### config.mk
export PLATFORM = sky130hd
export DESIGN_NAME = io_responder_flat
export DESIGN_NICKNAME = d
export VERILOG_FILES = /design/src/rtl/io_responder_if.sv /design/src/rtl/io_responder.sv /design/src/flat_wrapper.sv
export SDC_FILE = /design/constraint.sdc
export NUM_CORES = 1
export LEC_CHECK = 0
export CORE_MARGIN = 2
export CORE_UTILIZATION = 41
export CTS_CLUSTER_DIAMETER = 80
export CTS_CLUSTER_SIZE = 28
export DETAILED_ROUTE_END_ITERATION = 16
export PLACE_DENSITY = 0.76
export SLEW_MARGIN = 20
export SYNTH_ARGS = -nofsm -noshare
export SYNTH_HDL_FRONTEND = slang
export SYNTH_SLANG_ARGS = --single-unit
### constraint.sdc
create_clock -name clk -period 1.6 [get_ports clk]
set_input_delay 0.24 -clock clk [delete_from_list [all_inputs] [get_ports clk]]
set_output_delay 0.24 -clock clk [all_outputs]
set_load 0.02 [all_outputs]
### src/rtl/io_responder_if.sv
// CPU-side IN/OUT handshake bundle between the CPU and io_responder.
// The master modport is the CPU and the slave modport is the peripheral.
interface io_responder_if #(
    parameter int unsigned DATA_WIDTH = 32
) ();
    logic                  io_req;
    logic [1:0]            io_ctrl;
    logic [DATA_WIDTH-1:0] wr_data;
    logic [DATA_WIDTH-1:0] rd_data;
    logic                  io_busy;
    logic                  io_done;

    modport master (
        output io_req,
        output io_ctrl,
        output wr_data,
        input  rd_data,
        input  io_busy,
        input  io_done
    );

    modport slave (
        input  io_req,
        input  io_ctrl,
        input  wr_data,
        output rd_data,
        output io_busy,
        output io_done
    );
endinterface

### src/rtl/io_responder.sv
// Peripheral end of the CPU IN/OUT port: IN waits for a button press and returns the switches,
// OUT converts the value to BCD digits. Define IO_DEBOUNCE_EN to debounce the button.
module io_responder #(
    parameter int unsigned DATA_WIDTH      = 32,
    parameter int unsigned SW_WIDTH        = 4,
    parameter int unsigned DEBOUNCE_CYCLES = 50000
) (
    input  logic                clk,
    input  logic                reset,
    io_responder_if.slave       bus,
    input  logic [SW_WIDTH-1:0] sw_in,
    input  logic                button,
    output logic [3:0]          unidade,
    output logic [3:0]          dezena,
    output logic [3:0]          centena,
    output logic                ovf
);

    if (SW_WIDTH > 10 || SW_WIDTH > DATA_WIDTH || DATA_WIDTH < 10 || DEBOUNCE_CYCLES == 0)
    begin : gBadParams
        $error("io_responder: unsupported parameter combination");
    end

    typedef enum logic [1:0] {
        Idle,
        WaitBtn,
        Convert,
        Done
    } stateT;

    localparam logic [1:0] CtrlIn  = 2'b01;
    localparam logic [1:0] CtrlOut = 2'b10;

    stateT                 stateQ, stateD;
    logic [9:0]            binQ, binD;
    logic [10:0]           bcdQ, bcdD;
    logic [3:0]            bitCntQ, bitCntD;
    logic [11:0]           digitsQ, digitsD;
    logic [DATA_WIDTH-1:0] rdDataQ, rdDataD;
    logic                  ovfQ, ovfD;

    logic                  btnMeta, btnSync, btnLevel, btnPrev, btnRise;
    logic                  overRange;
    logic [9:0]            satVal;
    logic [11:0]           bcdShift;

    // ---------------------------------------------------------------- button path
    always_ff @(posedge clk or posedge reset) begin
        if (reset) begin
            btnMeta <= 1'b0;
            btnSync <= 1'b0;
        end else begin
            btnMeta <= button;
            btnSync <= btnMeta;
        end
    end

`ifdef IO_DEBOUNCE_EN
    localparam int unsigned DebWidth = $clog2(DEBOUNCE_CYCLES + 1);

    logic [DebWidth-1:0] debCnt;
    logic                btnDeb;

    // The new level must survive a full count while still differing before it is taken.
    always_ff @(posedge clk or posedge reset) begin
        if (reset) begin
            debCnt <= '0;
            btnDeb <= 1'b0;
        end else if (btnSync != btnDeb) begin
            if (debCnt == DebWidth'(DEBOUNCE_CYCLES)) begin
                btnDeb <= btnSync;
                debCnt <= '0;
            end else begin
                debCnt <= debCnt + 1'b1;
            end
        end else begin
            debCnt <= '0;
        end
    end

    assign btnLevel = btnDeb;
`else
    assign btnLevel = btnSync;
`endif

    always_ff @(posedge clk or posedge reset) begin
        if (reset) begin
            btnPrev <= 1'b0;
        end else begin
            btnPrev <= btnLevel;
        end
    end

    assign btnRise = btnLevel & ~btnPrev;

    // ---------------------------------------------------------------- double dabble step
    function automatic logic [3:0] add3(input logic [3:0] d);
        return (d >= 4'd5) ? d + 4'd3 : d;
    endfunction

    // Hundreds never exceeds 4 before the final shift, so it needs neither adjust nor a 4th bit.
    assign bcdShift  = {bcdQ[10:8], add3(bcdQ[7:4]), add3(bcdQ[3:0]), binQ[9]};
    assign overRange = bus.wr_data > DATA_WIDTH'(999);
    assign satVal    = overRange ? 10'd999 : bus.wr_data[9:0];

    // ---------------------------------------------------------------- FSM
    always_comb begin
        stateD  = stateQ;
        binD    = binQ;
        bcdD    = bcdQ;
        bitCntD = bitCntQ;
        digitsD = digitsQ;
        rdDataD = rdDataQ;
        ovfD    = ovfQ;

        unique case (stateQ)
            Idle: begin
                if (bus.io_req) begin
                    if (bus.io_ctrl == CtrlIn) begin
                        stateD = WaitBtn;
                    end else if (bus.io_ctrl == CtrlOut) begin
                        binD    = satVal;
                        bcdD    = '0;
                        bitCntD = '0;
                        ovfD    = overRange;
                        stateD  = Convert;
                    end else begin
                        stateD = Done;
                    end
                end
            end
            WaitBtn: begin
                if (btnRise) begin
                    rdDataD = DATA_WIDTH'(sw_in);
                    stateD  = Done;
                end
            end
            Convert: begin
                binD    = {binQ[8:0], 1'b0};
                bcdD    = bcdShift[10:0];
                bitCntD = bitCntQ + 4'd1;
                if (bitCntQ == 4'd9) begin
                    digitsD = bcdShift;
                    stateD  = Done;
                end
            end
            Done: begin
                stateD = Idle;
            end
            default: begin
                stateD = Idle;
            end
        endcase
    end

    always_ff @(posedge clk or posedge reset) begin
        if (reset) begin
            stateQ  <= Idle;
            binQ    <= '0;
            bcdQ    <= '0;
            bitCntQ <= '0;
            digitsQ <= '0;
            rdDataQ <= '0;
            ovfQ    <= 1'b0;
        end else begin
            stateQ  <= stateD;
            binQ    <= binD;
            bcdQ    <= bcdD;
            bitCntQ <= bitCntD;
            digitsQ <= digitsD;
            rdDataQ <= rdDataD;
            ovfQ    <= ovfD;
        end
    end

    assign bus.rd_data = rdDataQ;
    assign bus.io_busy = (stateQ != Idle);
    assign bus.io_done = (stateQ == Done);
    assign centena     = digitsQ[11:8];
    assign dezena      = digitsQ[7:4];
    assign unidade     = digitsQ[3:0];
    assign ovf         = ovfQ;

endmodule

### src/flat_wrapper.sv
// flat-port wrapper written by rule: the top's interface ports become plain ports
module io_responder_flat 
#(
    parameter int unsigned DATA_WIDTH      = 32,
    parameter int unsigned SW_WIDTH        = 4,
    parameter int unsigned DEBOUNCE_CYCLES = 50000
)
  (clk, reset, sw_in, button, unidade, dezena, centena, ovf, bus_io_req, bus_io_ctrl, bus_wr_data, bus_rd_data, bus_io_busy, bus_io_done);
  io_responder_if #(.DATA_WIDTH(DATA_WIDTH)) bus_i ();
  input  logic clk;
  input  logic reset;
  input  logic [SW_WIDTH-1:0] sw_in;
  input  logic button;
  output logic [3:0] unidade;
  output logic [3:0] dezena;
  output logic [3:0] centena;
  output logic ovf;
  input wire logic [$bits(bus_i.io_req)-1:0] bus_io_req;
  input wire logic [$bits(bus_i.io_ctrl)-1:0] bus_io_ctrl;
  input wire logic [$bits(bus_i.wr_data)-1:0] bus_wr_data;
  output wire logic [$bits(bus_i.rd_data)-1:0] bus_rd_data;
  output wire logic [$bits(bus_i.io_busy)-1:0] bus_io_busy;
  output wire logic [$bits(bus_i.io_done)-1:0] bus_io_done;
  assign bus_i.io_req = bus_io_req;
  assign bus_i.io_ctrl = bus_io_ctrl;
  assign bus_i.wr_data = bus_wr_data;
  assign bus_rd_data = bus_i.rd_data;
  assign bus_io_busy = bus_i.io_busy;
  assign bus_io_done = bus_i.io_done;
  io_responder #(.DATA_WIDTH(DATA_WIDTH), .SW_WIDTH(SW_WIDTH), .DEBOUNCE_CYCLES(DEBOUNCE_CYCLES)) u_core (.clk(clk), .reset(reset), .bus(bus_i), .sw_in(sw_in), .button(button), .unidade(unidade), .dezena(dezena), .centena(centena), .ovf(ovf));
endmodule
==> qor.yml, run 1 <==
ff2ff_path_depth: 7
r2r_slack_ns: -0.003
rows: 28
critPathLaunchType: "register"
holdWs_ns: 0.178
rr_endpoint: "u_core.binQ[3]"
power.leakage_nw: 1.61
cts-root-buf: "clkbuf_8"
drc_errors: 0
synth_enable_flop_cells: 0
worstSetupPathType: "register to register"
synthCells: 252
grt_antenna_before_repair: 0
numCtsBuffers: 5
avgSynthCellArea_sq_um: 9.98
endpoint_kind: "register"
ant_nets: 0
use_met1_pct: 20.5
placement.io_buffers: 60
ir_worst_vdd_mv: 0.747
drt_iter0_markers: 64
regToRegStartpoint: "u_core.stateQ[1]"
synth_area_sq_um: 2510
timing.final.max_slew_violations: 0
die_y_um: 82.3
diodes: 0
vias: 2073
track_usage_pct: 17.3
wl_per_cell_um: 13.3
final_core_util_pct: 61.2
wl_um: 5620
fin_ws_ns: -0.00285
grt_pass1_vias: 2104
yosysUniqueCellTypes: 36
grt_max_degree: 38
syn2layout_area_growth_pct: 44.2
arrival_ns: 1.79
dieArea_sq_um: 6780
via_per_inst: 4.89
cts_tree: "yes"
clk_pin_slew_ns: 0.09
cts_buffer_depth: 2
powerDensity_nw_per_um2: 1390
design_area_sq_um: 3630
num-nets-final: 400
pre_cts_ws_ns: -0.226
cts_htree_levels: 2
ys.warnings.count: 0
violations: "setup timing"
async_flop_share_pct: 100
cp_max_fo: 7
status: "finished, violations left"
ys_seq_area_share_pct: 46.8
io_pins: 89
fmax_mhz: 624
core_sq_um: 5920
use_met2_pct: 31.0
place_congestion: 0.828
die_w_um: 82.3
fin_skew_ns: 0.00958
grt_use_met3_pct: 2.93
post-dp-hpwl_um: 4000
clock_sink_count: 47
final-hold-violation-count: 0
dpl_cell_area_sq_um: 3360
crit_required_ns: 1.79
grt-ovfl-total: 0
busiest_layer: "met2"
maxCapViolCount: 0
start_util_pct: 42.5
rsz0062_at_grt: "yes"
clk_latency_ns: 0.31
finalPower_mw: 5.05
ys_ff_latch: 47
ys.flop_type: "dfrtp_1"
setup_viol: 1
grt_first_pass_wirelength_um: 9000
drt_first_pass_iters: 5
period_share_pct: 100
layout-drive-gt1-share_pct: 27.2
holdCritPathClass: "input port to async pin"
period_minus_slack_ns: 1.60
[through the flow]
step / setup TNS [ns] / instances
finish: -0.00285 / 424
global route: -0.435 / 424
CTS: -0.0168 / 424
detailed placement: -3.14 / 413
global placement: -2.33 / 413
floorplan: 0 / 279
[cell usage after synthesis (all sizes together), types with 3 or more instances]
cell / n / area, sq um
nand2: 25 / 93.8
a211oi: 5 / 37.5
dfrtp: 47 / 1180
o22ai: 3 / 18.8
nand2b: 5 / 38.8
nand3: 4 / 20.0
nor4: 8 / 98.9
xnor2: 4 / 35.0
nor3b: 4 / 30.0
nor2: 13 / 48.8
buf: 33 / 238
clkbuf: 3 / 11.3
a31oi: 3 / 18.8
ha: 10 / 125
nor3: 11 / 55.1
inv: 18 / 67.6
o21ai: 23 / 115
a21oi: 7 / 35.0
mux2: 10 / 113
[sequential cells by signal, summed over array words and instances, names as in the netlist]
| signal | flops |
|---|---|
| u_core.bitCntQ | 4 |
| u_core.stateQ | 2 |
| u_core.ovf | 1 |
| u_core.bcdQ | 11 |
| u_core.btnMeta | 1 |
| u_core.binQ | 10 |
| u_core.digitsQ | 12 |
| u_core.btnLevel | 1 |
| u_core.bus.rd_data | 4 |
| u_core.btnPrev | 1 |
[final cells by class]
cell class              instances  area (sq um)
multi-input cells             179          1250
repair buffers                 97           903
fillers                       496          2290
clock buffers                   5          68.8
inverters                      18          67.6
well taps                      75          93.8
flip-flops and latches         47          1180
clock inverters                 3          67.6
[worst max path at each step]
stage,start,to,slack [ns],depth (start not counted)
6_report,u_core.stateQ[1],u_core.binQ[3],-0.003,7
5_1_grt,u_core.stateQ[1],u_core.binQ[3],-0.06,7
4_1_cts,u_core.stateQ[1],u_core.binQ[3],-0.008,7
3_5_place_dp,bus_wr_data[29],u_core.binQ[4],-0.23,6
3_3_place_gp,bus_wr_data[24],u_core.binQ[8],-0.19,6
2_1_floorplan,u_core.stateQ[0],u_core.binQ[3],0.007,7
[per-layer routing]
layer	vias up	wire length, um
li1	1000	-
met1	1005	2310
met2	61	3010
met3	7	228
met4	0	70
met5	-	0
[power by group]
group,switching [mW],internal [mW],total (mW)
clock,0.422,0.623,1.04
combinational,1.19,1.18,2.37
sequential,0.179,1.46,1.64
total,1.79,3.26,5.05
[repair_timing]
item                                    4_1_cts  5_1_grt
cloned                                        1        0
pin swaps                                     0        6
buffers inserted                              3        1
hold buffers                                  0        0
resized for setup                            17       32
endpoints found under the setup margin       29       29
[layout by cell type, fill, tap and decap left out, types with 2 or more instances in the layout]
master	count
a211oi_2	4
a21oi_1	5
a21oi_2	2
a221o_1	2
a31oi_1	3
and3_1	2
buf_12	2
buf_4	34
buf_6	2
bufinv_16	2
clkbuf_8	5
clkdlybuf4s50_1	58
conb_1	28
dfrtp_1	47
ha_1	6
ha_4	3
inv_1	9
inv_2	9
mux2_2	8
mux2_4	2
nand2_1	22
nand2_2	3
nand2b_1	3
nand2b_4	2
nand3_1	4
nand3b_1	2
nor2_1	13
nor3_1	9
nor3_2	2
nor3b_1	4
nor4_2	5
nor4_4	2
o21ai_0	16
o21ai_1	7
o22ai_1	3
xnor2_1	4
[worst max-delay path, stage by stage, from the launching register on]
cell and delay [ns]:
dfrtp_1 0.44, inv_2 0.07, ha_4 0.18, nand4b_4 0.13
nand2b_4 0.18, nor4_4 0.04, buf_6 0.14, a221o_1 0.29
[cells by family (layout without fill, tap and decap cells)]
family	Yosys count	in the layout	share of synthesized area, %
flops	47	47	46.8
buf+inv	54	123	12.6
compound gates	47	47	11.0
other cells	1	28	0.149
mux	10	10	4.48
fa+ha+maj	10	10	4.98
xor+xnor	4	4	1.39
simple gates	79	80	18.6
Power figures use the tool's default switching activity.
==> run 2, diff against run 1 <==
--- a/config.mk
+++ b/config.mk
@@ -11,4 +11,5 @@
 export CTS_CLUSTER_SIZE = 28
 export DETAILED_ROUTE_END_ITERATION = 16
+export GPL_ROUTABILITY_DRIVEN = 0
 export PLACE_DENSITY = 0.76
 export SLEW_MARGIN = 20
==> constraint.sdc (replaced) <==
create_clock -name clk -period 1.6 [get_ports clk]
set_input_delay 0.32 -clock clk [delete_from_list [all_inputs] [get_ports clk]]
set_output_delay 0.32 -clock clk [all_outputs]
set_load 0.02 [all_outputs]
==> run 2 against run 1 <==
Compared with the run above: the flow now finishes without violations; die area is the same; combinational power shrank 7%; critical path depth decreased by 3; setup slack improved by 0.0059 ns; highest routed layer unchanged.
==> qor.yml, run 2 (synthesized netlist as in run 1, its figures left out) <==
dp.cells: 412
post-dp-hpwl_um: 3820
multiInputGateArea_sq_um: 1200
wl_per_cell_um: 11.8
largest_register_ffs: 12
final_core_util_pct: 60.9
critPathLaunchType: "register"
r2r_slack_ns: 0.01
regMostFlops: "u_core.digitsQ"
mostFrequentLayoutCell: "dfrtp_1"
seq_area_sq_um: 1180
fin_skew_ns: 0.00481
pre_cts_ws_ns: -0.328
num-nets-final: 400
holdCritPathClass: "input port to async pin"
startpoint: "u_core.stateQ[1]"
critical_path.slowest_cell: "dfrtp_1"
switchingPower_mw: 1.67
grt_antenna_before_repair: 0
drc_errors: 0
holdWs_ns: 0.263
cts-root-buf: "clkbuf_8"
power.leakage_nw: 1.82
clock_sink_count: 47
via_per_inst: 4.72
endpoint_kind: "primary output"
layout-drive-gt1-share_pct: 24.4
seq_power_share_pct: 33.7
p_clk_share_pct: 20.8
critPathBufInv: 3
fin_tns_setup_ns: 0
final-hold-violation-count: 0
cts_buffer_depth: 2
maxCapViolCount: 0
clk_pin_slew_ns: 0.08
wl_um: 4990
grt_first_pass_wirelength_um: 7870
clk_latency_ns: 0.30
finalPower_mw: 4.83
largest_registers: "u_core.digitsQ: 12 flops, u_core.bcdQ: 11 flops, u_core.binQ: 10 flops"
regToRegStartpoint: "u_core.stateQ[1]"
setup_viol: 0
start_util_pct: 42.5
cts_tree: "yes"
grt-ovfl-total: 0
power_frac_comb_pct: 45.6
ir_worst_vdd_mv: 0.809
syn2layout_area_growth_pct: 43.4
internal-power_mw: 3.16
design_area_sq_um: 3610
rsz0062_at_grt: "yes"
crit_required_ns: 1.28
worstSetupPathType: "register to primary output"
ant_nets: 0
die_y_um: 82.3
arrival_ns: 1.28
stdcell_count: 424
timing.final.max_slew_violations: 0
drt_iter0_markers: 72
postCtsHoldBufs: 0
vias: 2001
numCtsBuffers: 5
period_minus_slack_ns: 1.60
swShare_pct: 34.6
rows: 28
period_share_pct: 99.8
cts_htree_levels: 2
grt_pass1_vias: 1876
fmax_mhz: 626
placement.io_buffers: 60
critPathTopFamily: "buffers and inverters"
fin_ws_ns: 0.00308
path_cells: "buf_6, buf_4, ha_1, buf_2"
powerDensity_nw_per_um2: 1340
n_fill_cell: 510
die_w_um: 82.3
diodes: 0
status: "complete, no violations"
final_cell_mix: "dfrtp_1 (47), clkdlybuf4s50_1 (43), buf_4 (34)"
drt_first_pass_iters: 4
track_usage_pct: 15.0
core_sq_um: 5920
grt_max_degree: 38
dieArea_sq_um: 6780
io_pins: 89
dpl_cell_area_sq_um: 3340
cp_max_fo: 2
max_stage_delay_ns: 0.41
## run 2: final timing paths
check                                     to  cells past startpoint
min                        u_core.digitsQ[7]                      2
max reg2reg                   u_core.binQ[3]                      7
min reg2reg                  u_core.btnLevel                      0
min in group clk             u_core.btnLevel                      0
max                              bus_io_done                      4
max in group asynchronous  u_core.bitCntQ[0]                      3
## run 2: worst register-to-register path: stages (launching register included)
cell and delay, ns:
dfrtp_1 0.41, buf_6 0.13, ha_4 0.15, buf_6 0.11, buf_6 0.11, buf_4 0.15, and3_1 0.17, a221o_1 0.25
## run 2: what timing repair did
item                       CTS  global route
setup buffers                1             3
gates cloned                 0             0
setup endpoints to repair   20            41
pin swaps                    1             4
resized for setup           16            34
## run 2: routing by layer
layer	vias to the layer above	routed length, um	share of wire (%)	track usage, %
met5	-	0	0	0
met4	0	53	1.1	5.00
met3	7	274	5.5	2.93
met2	59	2520	50	26.2
met1	933	2140	43	18.5
li1	1002	-	-	-
## run 2: area by class of cell
cell class | instances | share of cell area [%]
inverter | 18 | 1.87
sequential | 47 | 32.6
multi-input combinational | 178 | 33.4
timing repair buffer | 98 | 25.9
clock buffer | 6 | 2.01
tap | 75 | 2.60
clock inverter | 2 | 1.66
## run 2: power groups by stage
stage	sequential, mW	combinational [mW]	clock, mW
5_1_grt	1.66	2.41	1.07
4_1_cts	1.62	2.08	1.03
6_report	1.63	2.20	1.00
3_3_place_gp	1.63	1.96	0
2_1_floorplan	1.74	1.11	0
3_5_place_dp	1.64	2.01	0
==> run 3, diff against run 2 <==
PLACE_DENSITY = 0.78   (was 0.76)
==> run 3 against run 2 <==
Compared with the run above: setup slack improved by 0.0051 ns; non-clock buffer count rose by 4; cell area rose by 0.94%; power fell by 1.1%; critical path depth rose by 5; combinational power rose by 5%; die area did not move; critical path type is now register to register.
==> qor.yml, run 3 (synthesized netlist as in run 1, its figures left out) <==
postCtsHoldBufs: 0
power_frac_comb_pct: 48.6
placement.io_buffers: 60
diodes: 0
largest_registers: "u_core.digitsQ: 12 flops, u_core.bcdQ: 11 flops, u_core.binQ: 10 flops"
maxCapViolCount: 0
critPathLaunchType: "register"
powerDensity_nw_per_um2: 1310
grt_max_degree: 36
grt_antenna_before_repair: 0
critical_path.slowest_cell: "dfrtp_1"
arrival_ns: 1.78
cp_max_fo: 7
track_usage_pct: 16.5
clk_pin_slew_ns: 0.08
wl_per_cell_um: 12.4
die_y_um: 82.3
cts_htree_levels: 2
grt_pass1_vias: 2058
timing.final.max_slew_violations: 0
grt-ovfl-total: 0
stdcell_count: 428
syn2layout_area_growth_pct: 44.8
crit_required_ns: 1.79
wl_um: 5320
fmax_mhz: 628
finalPower_mw: 4.78
clock_sink_count: 47
worstSetupPathType: "register to register"
cts_buffer_depth: 2
dieArea_sq_um: 6780
largest_register_ffs: 12
period_minus_slack_ns: 1.59
regMostFlops: "u_core.digitsQ"
period_share_pct: 99.5
layout-drive-gt1-share_pct: 25.8
rows: 28
dpl_cell_area_sq_um: 3340
critPathTopFamily: "buffers and inverters"
vias: 2093
io_pins: 89
rsz0062_at_grt: "yes"
power.leakage_nw: 1.85
seq_power_share_pct: 34.0
dp.cells: 412
p_clk_share_pct: 17.4
swShare_pct: 35.4
cts_tree: "yes"
internal-power_mw: 3.09
final_cell_mix: "dfrtp_1 (47), clkdlybuf4s50_1 (40), buf_4 (34)"
cts-root-buf: "clkbuf_8"
die_w_um: 82.3
num-nets-final: 405
mostFrequentLayoutCell: "dfrtp_1"
n_fill_cell: 496
start_util_pct: 42.5
seq_area_sq_um: 1180
post-dp-hpwl_um: 3910
multiInputGateArea_sq_um: 1210
drc_errors: 0
clk_latency_ns: 0.30
design_area_sq_um: 3640
numCtsBuffers: 5
grt_first_pass_wirelength_um: 8600
final-hold-violation-count: 0
status: "complete, no violations"
setup_viol: 0
switchingPower_mw: 1.69
critPathBufInv: 5
drt_iter0_markers: 75
ir_worst_vdd_mv: 0.843
drt_first_pass_iters: 5
fin_skew_ns: 0.00731
core_sq_um: 5920
ant_nets: 0
endpoint_kind: "register"
max_stage_delay_ns: 0.40
holdCritPathClass: "input port to async pin"
path_cells: "inv_2, buf_6, ha_4, inv_1, buf_6, nand2b_4, nor4_4, buf_4, a221o_1"
via_per_inst: 4.89
cp_common_cell: "buf_6"
## run 3: through the flow
step / TNS [ns] / setup slack, ns / hold WS (ns) / utilization (%)
global route: -0.616 / -0.0634 / 0.304 / 61.5
detailed placement: -6.52 / -0.387 / 0.336 / 56.4
floorplan: 0 / 0.00689 / 0.331 / -
finish: 0 / 0.00820 / 0.278 / 61.5
global placement: -4.33 / -0.264 / 0.335 / 56.4
CTS: -0.0170 / -0.0170 / 0.284 / 59.6
## run 3: what timing repair did
action | 4_1_cts | 5_1_grt
pin swaps | 5 | 6
setup endpoints to repair | 38 | 50
gates cloned | 0 | 1
gates resized for setup | 23 | 40
endpoints found under the hold margin | 0 | 0
setup buffers | 5 | 4
## run 3: power by group through the flow
stage / clock, mW / sequential (mW) / combinational, mW
CTS: 0.859 / 1.62 / 2.21
detailed placement: 0 / 1.64 / 2.01
floorplan: 0 / 1.74 / 1.11
finish: 0.833 / 1.62 / 2.32
global route: 0.912 / 1.65 / 2.55
global placement: 0 / 1.63 / 1.97
## run 3: path summary, 6_finish.rpt
check | start | to | slack [ns] | depth (start not counted)
hold reg to reg | u_core.btnMeta | u_core.btnLevel | 0.37 | 0
max in group asynchronous | reset | u_core.bcdQ[6] | 0.85 | 3
min in group clk | u_core.btnMeta | u_core.btnLevel | 0.37 | 0
setup reg to reg | u_core.stateQ[0] | u_core.binQ[3] | 0.008 | 9
hold / removal | reset | u_core.digitsQ[7] | 0.28 | 2
setup / recovery | u_core.stateQ[0] | u_core.binQ[3] | 0.008 | 9
## run 3: final cells by class
class | instances | share of cell area, %
inverters | 18 | 1.86
well taps | 75 | 2.58
flip-flops and latches | 47 | 32.3
clock inverters | 1 | 0.825
repair buffers | 102 | 27.1
multi-input cells | 179 | 33.4
clock buffers | 6 | 1.99
## run 3: metal layers
| layer | vias up | routed length (um) | track usage [%] | part of all wire [%] |
|---|---|---|---|---|
| li1 | 1017 | - | - | - |
| met1 | 1002 | 2200 | 19.3 | 41 |
| met2 | 66 | 2730 | 29.0 | 51 |
| met3 | 8 | 321 | 4.35 | 6.0 |
| met4 | 0 | 73 | 6.33 | 1.4 |
| met5 | - | 0 | 0 | 0 |
## run 3: worst register-to-register path: stages, from the launching register on
cell,delay (ns)
dfrtp_1,0.40
inv_2,0.09
buf_6,0.11
ha_4,0.13
inv_1,0.06
buf_6,0.12
nand2b_4,0.09
nor4_4,0.04
buf_4,0.16
a221o_1,0.29
